$ cat config.mk
export PLATFORM = sky130hd
export DESIGN_NAME = mbc1_cart
export DESIGN_NICKNAME = d
export VERILOG_FILES = /design/src/rtl/mbc_pkg.sv /design/src/rtl/mbc1_regs.sv /design/src/rtl/mbc1_cart.sv
export SDC_FILE = /design/constraint.sdc
export NUM_CORES = 1
export LEC_CHECK = 0
export CAP_MARGIN = 40
export CORE_UTILIZATION = 27
export DETAILED_ROUTE_END_ITERATION = 7
export GPL_ROUTABILITY_DRIVEN = 1
export PLACE_DENSITY = 0.82
export SYNTH_ARGS = -nofsm -noshare
export SYNTH_HDL_FRONTEND = slang
export SYNTH_HIERARCHICAL = 1
export SYNTH_SLANG_ARGS = --single-unit
$ cat constraint.sdc
create_clock -name clk -period 1.2 [get_ports clk]
set_input_delay 0.18 -clock clk [delete_from_list [all_inputs] [get_ports clk]]
set_output_delay 0.18 -clock clk [all_outputs]
set_load 0.005 [all_outputs]
$ cat src/rtl/mbc_pkg.sv
// Shared MBC definitions: console bus region map, register reset values and
// the registered read-source select used by the cartridge responders.
package mbc_pkg;

    localparam logic [15:0] ROM0_HI      = 16'h3FFF;
    localparam logic [15:0] ROMX_HI      = 16'h7FFF;
    localparam logic [15:0] CRAM_LO      = 16'hA000;
    localparam logic [15:0] CRAM_HI      = 16'hBFFF;

    // Upper bounds of the four register windows inside 0x0000-0x7FFF
    localparam logic [15:0] REG_RAMEN_HI = 16'h1FFF;
    localparam logic [15:0] REG_BANK1_HI = 16'h3FFF;
    localparam logic [15:0] REG_BANK2_HI = 16'h5FFF;
    localparam logic [15:0] REG_MODE_HI  = 16'h7FFF;

    localparam logic [3:0]  RAM_EN_KEY   = 4'hA;

    localparam logic        RST_RAM_EN   = 1'b0;
    localparam logic [4:0]  RST_BANK1    = 5'd1;
    localparam logic [1:0]  RST_BANK2    = 2'd0;
    localparam logic        RST_MODE     = 1'b0;
    localparam logic [7:0]  RST_DOUT     = 8'hFF;

    typedef enum logic [1:0] {
        RD_NONE = 2'd0,
        RD_ROM  = 2'd1,
        RD_RAM  = 2'd2
    } rd_sel_t;

endpackage

$ cat src/rtl/mbc1_regs.sv
// MBC1 control registers: write-edge detection plus RAM gate, BANK1, BANK2
// and banking-mode registers written through the 0x0000-0x7FFF window.
module mbc1_regs
    import mbc_pkg::*;
(
    input  logic       clk,
    input  logic       rst,
    input  logic       i_wr,
    input  logic [2:0] i_a_hi,
    input  logic [4:0] i_din,
    output logic       o_wr_edge,
    output logic       o_ram_en,
    output logic [4:0] o_bank1,
    output logic [1:0] o_bank2,
    output logic       o_mode
);

    logic        r_wr_q;
    logic        r_ram_en;
    logic [4:0]  r_bank1;
    logic [1:0]  r_bank2;
    logic        r_mode;
    logic        w_wr_edge;
    logic [15:0] w_a_base;

    assign w_a_base  = {i_a_hi, 13'h0000};
    assign w_wr_edge = i_wr & ~r_wr_q;

    // r_wr_q resets high so a write held across reset release is not an edge
    always_ff @(posedge clk or posedge rst) begin
        if (rst) begin
            r_wr_q   <= 1'b1;
            r_ram_en <= RST_RAM_EN;
            r_bank1  <= RST_BANK1;
            r_bank2  <= RST_BANK2;
            r_mode   <= RST_MODE;
        end else begin
            r_wr_q <= i_wr;
            if (w_wr_edge) begin
                if (w_a_base <= REG_RAMEN_HI) begin
                    r_ram_en <= (i_din[3:0] == RAM_EN_KEY);
                end else if (w_a_base <= REG_BANK1_HI) begin
                    // Zero test on all five bits, before any ROM-size masking
                    r_bank1 <= (i_din == 5'd0) ? 5'd1 : i_din;
                end else if (w_a_base <= REG_BANK2_HI) begin
                    r_bank2 <= i_din[1:0];
                end else if (w_a_base <= REG_MODE_HI) begin
                    r_mode <= i_din[0];
                end
            end
        end
    end

    assign o_wr_edge = w_wr_edge;
    assign o_ram_en  = r_ram_en;
    assign o_bank1   = r_bank1;
    assign o_bank2   = r_bank2;
    assign o_mode    = r_mode;

endmodule

$ cat src/rtl/mbc1_cart.sv
// MBC1 cartridge responder: maps console bus cycles onto linear ROM and
// cartridge-RAM addresses and returns read data one clock later.
module mbc1_cart
    import mbc_pkg::*;
#(
    parameter int unsigned ROM_ABITS = 19,
    parameter int unsigned RAM_ABITS = 15
) (
    input  logic                 clk,
    input  logic                 rst,
    input  logic [15:0]          a,
    input  logic [7:0]           din,
    output logic [7:0]           dout,
    input  logic                 wr,
    input  logic                 rd,
    output logic [ROM_ABITS-1:0] rom_a,
    input  logic [7:0]           rom_q,
    output logic [RAM_ABITS-1:0] ram_a,
    output logic [7:0]           ram_d,
    output logic                 ram_we,
    input  logic [7:0]           ram_q,
    output logic                 ram_enabled
);

    logic       w_wr_edge;
    logic       w_ram_en;
    logic [4:0] w_bank1;
    logic [1:0] w_bank2;
    logic       w_mode;
    logic       w_is_rom;
    logic       w_is_cram;
    logic [6:0] w_rom_bank;
    logic [1:0] w_ram_bank;
    rd_sel_t    r_rd_sel;
    rd_sel_t    w_rd_sel_nxt;

    mbc1_regs u_regs (
        .clk       (clk),
        .rst       (rst),
        .i_wr      (wr),
        .i_a_hi    (a[15:13]),
        .i_din     (din[4:0]),
        .o_wr_edge (w_wr_edge),
        .o_ram_en  (w_ram_en),
        .o_bank1   (w_bank1),
        .o_bank2   (w_bank2),
        .o_mode    (w_mode)
    );

    assign w_is_rom  = (a <= ROMX_HI);
    assign w_is_cram = (a >= CRAM_LO) && (a <= CRAM_HI);

    always_comb begin
        w_rom_bank = '0;
        if (a <= ROM0_HI) begin
            w_rom_bank = w_mode ? {w_bank2, 5'b00000} : 7'd0;
        end else begin
            w_rom_bank = {w_bank2, w_bank1};
        end
    end

    assign w_ram_bank = w_mode ? w_bank2 : 2'd0;

    // Dropping the upper bank bits gives the mirror behaviour of smaller ROMs
    assign rom_a  = ROM_ABITS'({w_rom_bank, a[13:0]});
    assign ram_a  = RAM_ABITS'({w_ram_bank, a[12:0]});
    assign ram_d  = din;
    assign ram_we = w_wr_edge & w_ram_en & w_is_cram;

    always_comb begin
        w_rd_sel_nxt = RD_NONE;
        if (rd && !wr) begin
            if (w_is_rom) begin
                w_rd_sel_nxt = RD_ROM;
            end else if (w_is_cram && w_ram_en) begin
                w_rd_sel_nxt = RD_RAM;
            end
        end
    end

    always_ff @(posedge clk or posedge rst) begin
        if (rst) begin
            r_rd_sel <= RD_NONE;
        end else begin
            r_rd_sel <= w_rd_sel_nxt;
        end
    end

    always_comb begin
        dout = RST_DOUT;
        case (r_rd_sel)
            RD_ROM:  dout = rom_q;
            RD_RAM:  dout = ram_q;
            default: dout = RST_DOUT;
        endcase
    end

    assign ram_enabled = w_ram_en;

endmodule

==> metrics list, run 1 <==
* Status: complete, but fails checks
- Failing checks: negative setup slack
- The worst hold path belongs to the class input port to asynchronous set/reset pin.
* Power Density: 916 nW/um^2
- Number of register bits inferred by synthesis: 12
- Dividing the detail-routed via count by the number of cells gives 4.51.
- Register-to-Register Path Depth: 4
- GRT Residual Overflow: 0
- In the final routed layout, each cell accounts on average for 14.8 um.
* Pin count of the biggest net entering global routing: 11
* Worst-case vdd ir drop: 794 uV
- Portion of the post-synthesis area used by sequential elements: 0.297
- Synthesized netlist net count: 144
- Of all nets on the critical path, the largest fanout is 8.
- The Yosys step of the flow raised 6 warnings.
- Worst Setup SP: r_rd_sel[0]
- Across every metal layer, demand over resource in global routing totals 0.133.
- The initial antenna violation count is 0.
* Slew Viols, Final: 0
- The cell family contributing the most delay on the critical path is flip-flops.
- STA classifies the critical path endpoint as a primary output.
- On the final layout, the worst clock skew is between 1 and 1.5 ps.
- Clock tree from TritonCTS: yes
* Total power: 0.00138 W
- Number of DRC violations after detailed routing: 0
* Master of the slowest instance on the critical path: sky130_fd_sc_hd__dfrtp_1
- P_leak: 0.701 nW
- Unique masters post-synth: 28
- The first routing iteration left 20 violations.
- The worst register-to-register path ends at u_regs/o_bank2[0].
- The initialized floorplan defines 21 standard-cell rows.
* Number of global-route vias before repair: about 860
- The worst setup path is launched from a register.
- Async set-or-reset flop fraction in the synthesized netlist: 1.00
* Final-report hold violation count: 0
* Minimum clock period after layout: 1530 ps
- Together, buffers and inverters on the worst path number 2.
- Clock tree sinks: 12
- At the later pin of the worst-skew pair, clock insertion delay measures 230 ps.
- The pre-antenna-repair detailed-routing pass consisted of 4 iterations.
- Reg2Reg Launch Point: u_regs/r_wr_q
* Final setup violation count: 18
* Sum of negative setup slack: -3840 ps
* Root Buffer: sky130_fd_sc_hd__clkbuf_8
* Upper clock frequency limit: roughly 650 MHz
- Number of primary I/O pins: 96
- In the final layout, the share of cells above drive strength 1 is 0.448.
- The clock passes through at most 2 buffers.
- Vias post-DR: 812
- By area the synthesized netlist is led by sky130_fd_sc_hd__buf_4, sky130_fd_sc_hd__dfrtp_1, sky130_fd_sc_hd__a221o_1.
* Final nets: around 180
- Clock-pin slew was measured on the worst setup and hold paths at about 50 ps.
- Die Height: 63.5 um
- Following the worst setup path forward leads to its endpoint at dout[1].
- The first global-routing pass estimated 4130 um of wire.
* Area share of the leading cell type in the synthesized netlist: 0.258
* Post-Layout Cell Count: 180
* Top post-synthesis cells by count: sky130_fd_sc_hd__buf_4, sky130_fd_sc_hd__dfrtp_1, sky130_fd_sc_hd__a221o_1, sky130_fd_sc_hd__inv_1, sky130_fd_sc_hd__mux2_4
- Number of enable-type register cells in the synthesized netlist: 0
- The congestion estimate from routability-driven global placement came to 0.781.
* Ys flop type: sky130_fd_sc_hd__dfrtp_1
- Number of nets with antenna violations after detailed routing: 0
- DP Cell Count: 170
* Die Outline Area: 4030 sq um
- Post-synthesis to final-layout area growth: 48.1%
* Inserted Diodes: 0
* Rel. slew slack: 0.736
* Detailed Route WL: 2670 um
- CTS H-tree lvls: 1
* Fin util: 0.435
* Worst slack at placement: -593 ps
- From left edge to right edge, the die measures 63.5 um.
- Setup repair after global routing could not meet its margin everywhere.
- On the worst path, the slowest cell contributes a delay of 410 ps.
* Max-capacitance violation count: 0
* Largest area contributor in the synthesized netlist: sky130_fd_sc_hd__buf_4
* Starting density of the core: 0.294
- After floorplanning, the core was sized to cover 3470 sq um.
* Startpoint-to-endpoint class of the critical path: register to primary output
- Actual slew at the worst max-slew pin: roughly 390 ps
- For the worst setup path, the data arrival time is 1350 ps.
* Cells after Synth: 98
* Mean area per synthesized cell: approximately 10 sq um
- sky130_fd_sc_hd__buf_4 is the most common cell in the netlist.
- Walking the worst path, the cells encountered are inv_2, ha_4, a221o_1, buf_2.
- Reg2reg setup slack: -170 ps
* CP Data Required Time: 1020 ps
- Across all setup checks in the final design, the least slack found is -328 ps.
- The count of buffers added on input and output ports is 50.
* Final period util: 1.27
* Post-detailed-placement half-perimeter wirelength: 2040 um
- The critical path runs through a total of 4 cells.
* TritonCTS buffer count: 3
* Mapped Area: 1020 sq um
-- worst min-delay path by stage --
| stage | from | to | slack (ps) |
|---|---|---|---|
| 5_1_grt | rst | r_rd_sel[1] | 150 |
| 3_3_place_gp | a[3] | rom_a[3] | 360 |
| 2_1_floorplan | rst | r_rd_sel[0] | -80 |
| 6_report | rst | r_rd_sel[0] | 140 |
| 3_5_place_dp | a[3] | rom_a[3] | 360 |
| 4_1_cts | rst | r_rd_sel[0] | 140 |
-- area by class of cell --
cell class,count,area (sq um)
clock buffers,3,41.3
repair buffers,71,612
fillers,325,1960
flip-flops and latches,12,303
inverters,6,25.0
multi-input cells,42,472
well taps,46,57.6
-- per-layer routing --
layer | share of wire | global-route usage
met4 | 0.033 | 0.0739
met3 | 0.068 | 0.0181
met2 | 0.56 | 0.258
met1 | 0.34 | 0.132
met5 | 0 | 0
-- what timing repair did --
| action | in CTS | in global routing |
|---|---|---|
| pin swaps | 5 | 2 |
| cloned | 0 | 0 |
| buffers inserted | 4 | 3 |
| setup endpoints to repair | 32 | 24 |
| hold buffers | 0 | 0 |
| gates resized for setup | 85 | 5 |
-- power by group --
group / total, W / switching (W) / internal (W) / leakage, nW
Combinational: 0.000507 / 0.000165 / 0.000342 / 0.531
Sequential: 0.000521 / 0.0000399 / 0.000481 / 0.148
Clock: 0.000356 / 0.000135 / 0.000220 / 0.0216
Total: 0.00138 / 0.000340 / 0.00104 / 0.701
-- through the flow --
stage	hold WS, ps	instance area [sq um]
final	140	1510
after global routing	153	1510
after CTS	136	1490
after detailed placement	360	1400
after global placement	360	1400
after floorplan	-78.8	1020
-- state kept, by name, indices dropped and copies added (netlist names) --
| register | count |
|---|---|
| u_regs/r_wr_q | 1 |
| r_rd_sel | 2 |
| u_regs/o_bank1 | 5 |
| u_regs/o_mode | 1 |
| u_regs/o_ram_en | 1 |
| u_regs/o_bank2 | 2 |
-- layout by cell type, fill, tap and decap left out --
cell type	count
sky130_fd_sc_hd__clkdlybuf4s50_1	23
sky130_fd_sc_hd__buf_4	16
sky130_fd_sc_hd__buf_2	10
sky130_fd_sc_hd__dfrtp_1	10
sky130_fd_sc_hd__a221o_1	8
sky130_fd_sc_hd__mux2_4	8
sky130_fd_sc_hd__dlygate4sd2_1	7
sky130_fd_sc_hd__clkdlybuf4s15_1	6
sky130_fd_sc_hd__buf_6	5
sky130_fd_sc_hd__and2b_1	3
sky130_fd_sc_hd__inv_1	3
sky130_fd_sc_hd__clkbuf_8	3
sky130_fd_sc_hd__inv_2	2
sky130_fd_sc_hd__nor2b_2	2
sky130_fd_sc_hd__nor2_1	2
sky130_fd_sc_hd__and2_1	2
sky130_fd_sc_hd__ha_4	2
sky130_fd_sc_hd__clkbuf_2	2
sky130_fd_sc_hd__dfstp_2	2
sky130_fd_sc_hd__nor2_4	1
sky130_fd_sc_hd__nand2b_1	1
sky130_fd_sc_hd__nor2b_1	1
sky130_fd_sc_hd__and4_1	1
sky130_fd_sc_hd__nand2_1	1
sky130_fd_sc_hd__nor3b_1	1
sky130_fd_sc_hd__dlymetal6s2s_1	1
sky130_fd_sc_hd__clkdlybuf4s15_2	1
sky130_fd_sc_hd__nand2b_4	1
sky130_fd_sc_hd__nor4b_4	1
sky130_fd_sc_hd__nor4_1	1
sky130_fd_sc_hd__inv_4	1
sky130_fd_sc_hd__nor2_2	1
sky130_fd_sc_hd__nand3_4	1
sky130_fd_sc_hd__mux2i_1	1
sky130_fd_sc_hd__nand4b_1	1
sky130_fd_sc_hd__nor4bb_1	1
sky130_fd_sc_hd__nor4_4	1
-- cells by family (layout without fill, tap and decap cells) --
family	Yosys count	count (layout)	share of synthesized area
flops	12	12	0.297
mux	9	9	0.113
simple gates	23	23	0.180
buf+inv	44	80	0.307
compound gates	8	8	0.0785
fa+ha+maj	2	2	0.0245
No activity file was read; power rests on OpenSTA's default activity.
==> inputs of run 2 (changes only) <==
GPL_TIMING_DRIVEN = 0   (was not set)
==> metrics list, run 2 (synthesis gave the netlist of run 1 again) <==
* Minimum clock period after layout: 1560 ps (was 1530 ps)
* Number of nets with antenna violations after detailed routing: 0 (unchanged)
* Worst setup EP type: primary output (unchanged)
* Routed wire per std cell: 12.9 um (was 14.8 um)
- The initial core utilization was 0.294 (unchanged).
- Fraction of final layout cells with drive strength greater than 1: 0.462 (was 0.448)
- Global router's overall resource usage: 0.145 (was 0.133)
* Count of buffers from port buffering: 79 (was 50)
* Number of DRC violations after detailed routing: 0 (unchanged)
- Final weighted congestion in routability-driven placement: 0.737 (was 0.781)
- The maximum number of buffers from clock root to sink came to 2 (unchanged).
- The minimum setup slack in the final design is -358 ps (was -328 ps).
* GRT Residual Overflow: 0 (unchanged)
- Final setup violation count: 18 (unchanged)
- The area occupied by multi-input gates was 467 sq um (was 472 sq um).
- Failing checks: negative setup slack (unchanged)
* Sum of negative setup slack: -3830 ps (was -3840 ps)
- CTS H-tree lvls: 1 (unchanged)
* Number of global-route vias before repair: 980 (was 857)
- The standby leakage power is 0.901 nW (was 0.701 nW).
- Most used cells in the layout excluding fill and tap cells: sky130_fd_sc_hd__clkdlybuf4s50_1, sky130_fd_sc_hd__buf_4, sky130_fd_sc_hd__buf_2 (was sky130_fd_sc_hd__clkdlybuf4s50_1, sky130_fd_sc_hd__buf_4, sky130_fd_sc_hd__buf_2, sky130_fd_sc_hd__dfrtp_1).
* Final nets: 231 (was 182)
- Clock tree from TritonCTS: yes (unchanged)
* Width of the die: 63.5 um (unchanged)
- The first-pass GRT wire length is 4510 um (was 4130 um).
- Upper clock frequency limit: 642 MHz (was 655 MHz)
* Classification of the worst-slack hold path: input port to asynchronous set/reset pin (unchanged)
- Max FO, Critical Path: 8 (unchanged)
* Pin count of the biggest net entering global routing: 11 (unchanged)
* Die Outline Area: 4030 sq um (unchanged)
* Logic gate share of total power: 0.397 (was 0.367)
- Slew Viols, Final: 0 (unchanged)
- Rel. slew slack: 0.746 (was 0.736)
- The master cell of the clock root buffer was sky130_fd_sc_hd__clkbuf_8 (unchanged).
- TritonCTS buffer count: 3 (unchanged)
- Fin util: 0.554 (was 0.435)
- The core region area is 3470 sq um (unchanged).
- Initial antenna violation count: 0 (unchanged)
- Hold Worst Slack: 122 ps (was 140 ps)
* Most frequent standard cell in the layout excluding fill and tap cells: sky130_fd_sc_hd__clkdlybuf4s50_1 (unchanged)
- The worst endpoint required time is 1020 ps (about the same).
- The detailed-router iteration count before antenna repair was 5 (was 4).
* Total power: 0.00160 W (was 0.00138 W)
- The worst clock skew on the final layout was 2.43 ps (was 1.46 ps).
- The total number of vias is 994 (was 812).
- The total power per unit cell area was 831 nW/um^2 (was 916 nW/um^2).
- Actual slew at the worst max-slew pin: 381 ps (was 395 ps)
- Critical path arrival: 1380 ps (was 1350 ps)
* Final-report hold violation count: 0 (unchanged)
* Max FFs per register: 5 (unchanged)
- Detailed Route WL: 2970 um (was 2670 um)
- The share of total power consumed by net switching came to 0.239 (was 0.246).
* Setup repair after global routing missed its margin: true (unchanged)
- The fraction of power consumed by sequential logic was 0.325 (was 0.376).
* Area taken by flip-flops and latches: 303 sq um (unchanged)
* Clock transition at the register clock pins on the worst setup and hold paths after CTS: 50 ps (about the same)
- Final period util: 1.30 (was 1.27)
- Number of primary I/O pins: 96 (unchanged)
* Clock tree sinks: 12 (unchanged)
- Number of hold buffers added after cts: 0 (unchanged)
- Inserted Diodes: 0 (unchanged)
- Status: complete, but fails checks (unchanged).
- The launching element type of the critical path was a register (unchanged).
- The ratio of routed vias to standard cells came to 4.32 (was 4.51).
* Clock network power share: 0.278 (was 0.257)
- The violation count after the first detailed-route iteration is 32 (was 20).
- The number of fill cells in the layout is 310 (was 325).
* Post-synthesis to final-layout area growth: 88.5% (was 48.1%)
- Net Sw Power: 0.000382 W (was 0.000340 W)
* Die Height: 63.5 um (unchanged)
- Post-detailed-placement half-perimeter wirelength: 2300 um (was 2040 um)
- Worst-case vdd ir drop: 736 uV (was 794 uV)
- Startpoint-to-endpoint class of the critical path: register to primary output (unchanged)
* Site row count: 21 (unchanged)
- Internal power: 0.00122 W (was 0.00104 W)
- Clk Latency, worst-skew pair: 240 ps (was 230 ps)
* Max-capacitance violation count: 0 (unchanged)
run 2: cell type report:
type                       count  area share
buffer                        35       0.137
clock buffer                   4      0.0286
inverter                       6      0.0130
multi-input combinational     42       0.243
sequential                    12       0.158
tap                           46      0.0299
timing repair buffer          85       0.391
run 2: per-layer routing:
metal / track usage / wire, um / up-vias
met3: 0.0272 / 281 / 5
met4: 0.0625 / 42 / 0
met1: 0.143 / 1050 / 448
li1: - / - / 474
met5: 0 / 0 / -
met2: 0.285 / 1600 / 67
run 2: worst max-delay path, cell delays in order, from the launching register on:
cell	delay (ps)
sky130_fd_sc_hd__dfrtp_1	410
sky130_fd_sc_hd__inv_2	80
sky130_fd_sc_hd__ha_4	210
sky130_fd_sc_hd__a221o_1	290
sky130_fd_sc_hd__buf_2	140
run 2: path summary, 6_finish.rpt:
path	start	endpoint	slack, ps	depth (start not counted)
max	r_rd_sel[0]	dout[1]	-360	4
min	rst	r_rd_sel[1]	120	2
max reg2reg	u_regs/r_wr_q	u_regs/o_bank2[0]	-190	4
min reg2reg	u_regs/o_bank1[0]	u_regs/o_bank1[0]	470	2
max in group asynchronous	rst	u_regs/r_wr_q	640	2
min in group clk	din[3]	u_regs/o_bank1[3]	230	2
run 2: repair_timing:
| item | CTS | global route |
|---|---|---|
| buffers inserted | 5 | 1 |
| pin swaps | 3 | 1 |
| endpoints found under the hold margin | 0 | 0 |
| cloned | 0 | 0 |
| gates resized for setup | 93 | 11 |
| setup endpoints to repair | 31 | 28 |
run 2: power by group through the flow:
stage	Clock, W	Sequential [W]	Combinational [W]
5_1_grt	0.000473	0.000527	0.000677
3_3_place_gp	0	0.000519	0.000611
3_5_place_dp	0	0.000523	0.000620
6_report	0.000444	0.000519	0.000634
4_1_cts	0.000455	0.000516	0.000633
2_1_floorplan	0	0.000509	0.000261
run 2: through the flow:
stage          cell area (sq um)  setup slack (ps)  cells
3_5_place_dp                1870              -752    223
4_1_cts                     1950              -368    229
3_3_place_gp                1870              -760    223
2_1_floorplan               1020             -28.8     98
5_1_grt                     1920              -417    230
6_report                    1920              -358    230
==> inputs of run 3 (changes only) <==
ABC_AREA = 1   (was not set)
CORE_UTILIZATION = 29   (was 27)
PLACE_DENSITY = 0.84   (was 0.82)
==> metrics list, run 3 <==
* Clk Latency, worst-skew pair: 230 ps (was 240 ps)
- The highest clock frequency the design can meet is 682 MHz (was 642 MHz).
* Simple-gate share of the synthesized area: 0.368 (was 0.180)
- Slew Viols, Final: 0 (unchanged)
- Number of register bits inferred by synthesis: 12 (unchanged)
- The critical path's largest stage delay was 390 ps (was 410 ps).
- Final period util: 1.22 (was 1.30)
* Actual slew at the worst max-slew pin: 382 ps (was 381 ps)
* Critical Path Sink: dout[7] (was dout[1])
* Endpoint of the most critical register-to-register path: u_regs/o_bank1[1] (was u_regs/o_bank2[0])
- Top post-synthesis cells by count: sky130_fd_sc_hd__nand2_1, sky130_fd_sc_hd__buf_4, sky130_fd_sc_hd__inv_1, sky130_fd_sc_hd__nor2_1, sky130_fd_sc_hd__nand3_1 (was sky130_fd_sc_hd__buf_4, sky130_fd_sc_hd__dfrtp_1, sky130_fd_sc_hd__a221o_1, sky130_fd_sc_hd__inv_1, sky130_fd_sc_hd__mux2_4)
- The mux contribution to synthesized area came to 0 (was 0.113).
* Width of the die: 63.7 um (was 63.5 um)
- The count of yosys warnings during synthesis is 6 (unchanged).
- Unique masters post-synth: 15 (was 28)
- TritonCTS buffer count: 3 (unchanged)
- The synthesized area per cell came to 6.70 sq um (was 10.4 sq um).
- The total nets after synthesis came to 211 (was 144).
* Internal power: 0.00114 W (was 0.00122 W)
- The first-pass GRT wire length came to 5130 um (was 4510 um).
- Async set-or-reset flop fraction in the synthesized netlist: 1.00 (unchanged)
- Number of nets with antenna violations after detailed routing: 0 (unchanged)
* CP cell instances: inv_2, ha_4, inv_8, buf_6, nand3_2, buf_2 (was inv_2, ha_4, a221o_1, buf_2)
- Sw frac: 0.257 (was 0.239)
* Final-report hold violation count: 0 (unchanged)
- The pin count of the biggest net entering global routing is 11 (unchanged).
- The most instantiated flip-flop cell in the synthesis netlist is sky130_fd_sc_hd__dfrtp_1 (unchanged).
- Area share of the leading cell type in the synthesized netlist: 0.245 (was 0.258)
* Max FFs per register: 5 (unchanged)
* Most used cells in the layout excluding fill and tap cells: sky130_fd_sc_hd__clkdlybuf4s50_1, sky130_fd_sc_hd__nand2_1, sky130_fd_sc_hd__buf_4 (was sky130_fd_sc_hd__clkdlybuf4s50_1, sky130_fd_sc_hd__buf_4, sky130_fd_sc_hd__buf_2)
* Detail-routed via count per cell: 4.09 (was 4.32)
- P_leak: 1.05 nW (was 0.901 nW)
- Critical path launch point type: register (unchanged)
- Failing checks: negative setup slack (unchanged).
- The total power draw came to 0.00153 W (was 0.00160 W).
- Rel. slew slack: 0.745 (was 0.746)
- The number of standard-cell rows in the floorplan is 22 (was 21).
* Dominant combinational cell family by area after synthesis: simple AND/OR/NAND/NOR gates (was buffers and inverters)
- The logic gate share of total power was 0.391 (was 0.397).
- Clock transition at the register clock pins on the worst setup and hold paths after CTS: 50 ps (about the same)
- The kind of cell adding the most delay to the critical path is flip-flops (unchanged).
* Floorplan core area: 3660 sq um (was 3470 sq um)
* Routed wire per std cell: 10.3 um (was 12.9 um)
- Net Sw Power: 0.000393 W (was 0.000382 W)
* Clock tree from TritonCTS: yes (unchanged)
- The antenna diode instance count is 0 (unchanged).
- The worst endpoint required time is 1020 ps (about the same).
- Power Density: 723 nW/um^2 (was 831 nW/um^2)
- The cell accounting for the most synthesized area was sky130_fd_sc_hd__buf_4 (unchanged).
- Max-capacitance violation count: 0 (unchanged)
- The combined buffer and inverter count along the critical path was 4 (was 2).
- Number of primary I/O pins: 96 (unchanged)
- Die Height: 63.7 um (was 63.5 um)
* Worst Clk Skew: 2.98 ps (was 2.43 ps)
* Number of global-route vias before repair: 1157 (was 980)
- The share of the synthesized netlist area taken by xor and xnor gates was 0 (unchanged).
- GRT Residual Overflow: 0 (unchanged)
- Number of enable-type register cells in the synthesized netlist: 0 (unchanged)
* Final weighted congestion in routability-driven placement: 0.807 (was 0.737)
- The die footprint was 4060 sq um (was 4030 sq um).
* Worst-case clock buffer depth: 2 (unchanged)
- Minimum setup slack in the final design: -267 ps (was -358 ps)
- The initial antenna violation count was 0 (unchanged).
- The number of nets in the layout came to 301 (was 231).
- Clock tree sinks: 12 (unchanged)
- The hold buffer count at CTS was 0 (unchanged).
- The launch point of the worst path is r_rd_sel[0] (unchanged).
- Mapped Area: 1100 sq um (was 1020 sq um)
- Logic depth of the worst path, buffers included: 6 (was 4)
- Master of the slowest instance on the critical path: sky130_fd_sc_hd__dfrtp_1 (unchanged)
- The critical path start-end classification is register to primary output (unchanged).
- The setup-violating endpoint count in the final report came to 9 (was 18).
- Worst-case vdd ir drop: 404 uV (was 736 uV)
- Max FO, Critical Path: 7 (was 8)
- Portion of the post-synthesis area used by sequential elements: 0.274 (was 0.297)
- Count of buffers from port buffering: 79 (unchanged)
* Reg2reg setup slack: 170 ps (was -190 ps)
- Fraction of final layout cells with drive strength greater than 1: 0.390 (was 0.462)
* Critical path arrival: 1290 ps (was 1380 ps)
* Worst setup EP type: primary output (unchanged)
- Most frequent standard cell in the layout excluding fill and tap cells: sky130_fd_sc_hd__clkdlybuf4s50_1 (unchanged)
* Number of DRC violations after detailed routing: 0 (unchanged)
- Post-detailed-placement half-perimeter wirelength: 2330 um (was 2300 um)
- Detailed Routing Iterations Pass 1: 4 (was 5)
- Synth area leaders: sky130_fd_sc_hd__buf_4, sky130_fd_sc_hd__dfrtp_1, sky130_fd_sc_hd__nand2_1 (was sky130_fd_sc_hd__buf_4, sky130_fd_sc_hd__dfrtp_1, sky130_fd_sc_hd__a221o_1)
- The startpoint of the lowest-slack register-to-register path is u_regs/r_wr_q (unchanged).
* Root Buffer: sky130_fd_sc_hd__clkbuf_8 (unchanged)
* Starting density of the core: 0.302 (was 0.294)
* Share of the synthesized area in compound gates (AO/OA/AOI/OAI): 0 (was 0.0785)
- Register-to-Register Path Depth: 4 (unchanged)
* Cells after Synth: 165 (was 98)
- Status: complete, but fails checks (unchanged)
* Clock network power share: 0.280 (was 0.278)
- Setup repair after global routing missed its margin: true (unchanged)
* Sequential cell fraction of total power: 0.329 (was 0.325)
- Global router's overall resource usage: 0.157 (was 0.145)
* Vias post-DR: 1234 (was 994)
- The worst min-delay path class is input port to asynchronous set/reset pin (unchanged).
- The post-layout utilization of the core was 0.579 (was 0.554).
* 1st-iter DRT viols: 26 (was 32)
- Detailed Route WL: 3110 um (was 2970 um)
- Library cell with the highest instance count after synthesis: sky130_fd_sc_hd__nand2_1 (was sky130_fd_sc_hd__buf_4)
- Minimum clock period after layout: 1470 ps (was 1560 ps)
- CTS H-tree lvls: 1 (unchanged)
- The post-synthesis share of cell area spent on full adders, half adders and majority gates is 0.0227 (was 0.0245).
* Post-synthesis to final-layout area growth: 91.8% (was 88.5%)
## run 3: area by class of cell
| class | count | area (sq um) |
|---|---|---|
| tap | 48 | 60.1 |
| fill | 350 | 1540 |
| multi-input combinational | 91 | 527 |
| buffer | 36 | 270 |
| timing repair buffer | 87 | 807 |
| inverter | 24 | 97.6 |
| clock buffer | 4 | 55.1 |
| sequential | 12 | 303 |
## run 3: worst reg2reg max path: stages, from the launching register on
cell and delay, ps:
sky130_fd_sc_hd__dfstp_2 580, sky130_fd_sc_hd__nor2_8 40, sky130_fd_sc_hd__buf_4 160, sky130_fd_sc_hd__nand4_1 90
sky130_fd_sc_hd__nand2_1 60
## run 3: what timing repair did
| action | 4_1_cts | 5_1_grt |
|---|---|---|
| endpoints found under the setup margin | 23 | 20 |
| buffers inserted | 7 | 1 |
| gates resized for setup | 99 | 19 |
| gates cloned | 0 | 0 |
| pin swaps | 12 | 5 |
## run 3: cell families after synthesis
kind of cell	after synthesis
fa+ha+maj	2
buf+inv	62
flops	12
simple gates	89
## run 3: worst min-delay path by stage
stage | to | slack [ps] | depth (start not counted)
floorplan | r_rd_sel[0] | -80 | 1
global placement | r_rd_sel[0] | 370 | 2
detailed placement | r_rd_sel[1] | 380 | 2
CTS | r_rd_sel[1] | 120 | 2
global route | r_rd_sel[1] | 140 | 2
finish | r_rd_sel[1] | 120 | 2
## run 3: power by group through the flow
stage | clock network [W] | registers, W | logic [W]
finish | 0.000428 | 0.000505 | 0.000600
global route | 0.000462 | 0.000513 | 0.000663
global placement | 0 | 0.000510 | 0.000573
detailed placement | 0 | 0.000512 | 0.000581
CTS | 0.000436 | 0.000504 | 0.000588
floorplan | 0 | 0.000503 | 0.000245
## run 3: metal layers
| metal | global-route usage | vias to the layer above | wire length, um |
|---|---|---|---|
| met3 | 0.0272 | 2 | 221 |
| met2 | 0.282 | 64 | 1540 |
| li1 | - | 635 | - |
| met5 | 0 | - | 0 |
| met4 | 0.0426 | 0 | 21 |
| met1 | 0.190 | 533 | 1330 |
## run 3: stage by stage
step | hold WS (ps) | cells | area (sq um) | TNS [ps] | worst slack (ps)
finish | 121 | 302 | 2120 | -1780 | -267
global route | 135 | 302 | 2120 | -2130 | -299
CTS | 122 | 303 | 2140 | -2140 | -266
detailed placement | 377 | 292 | 1960 | -10370 | -687
global placement | 370 | 292 | 1960 | -10010 | -682
floorplan | -78.8 | 165 | 1100 | 0 | 130
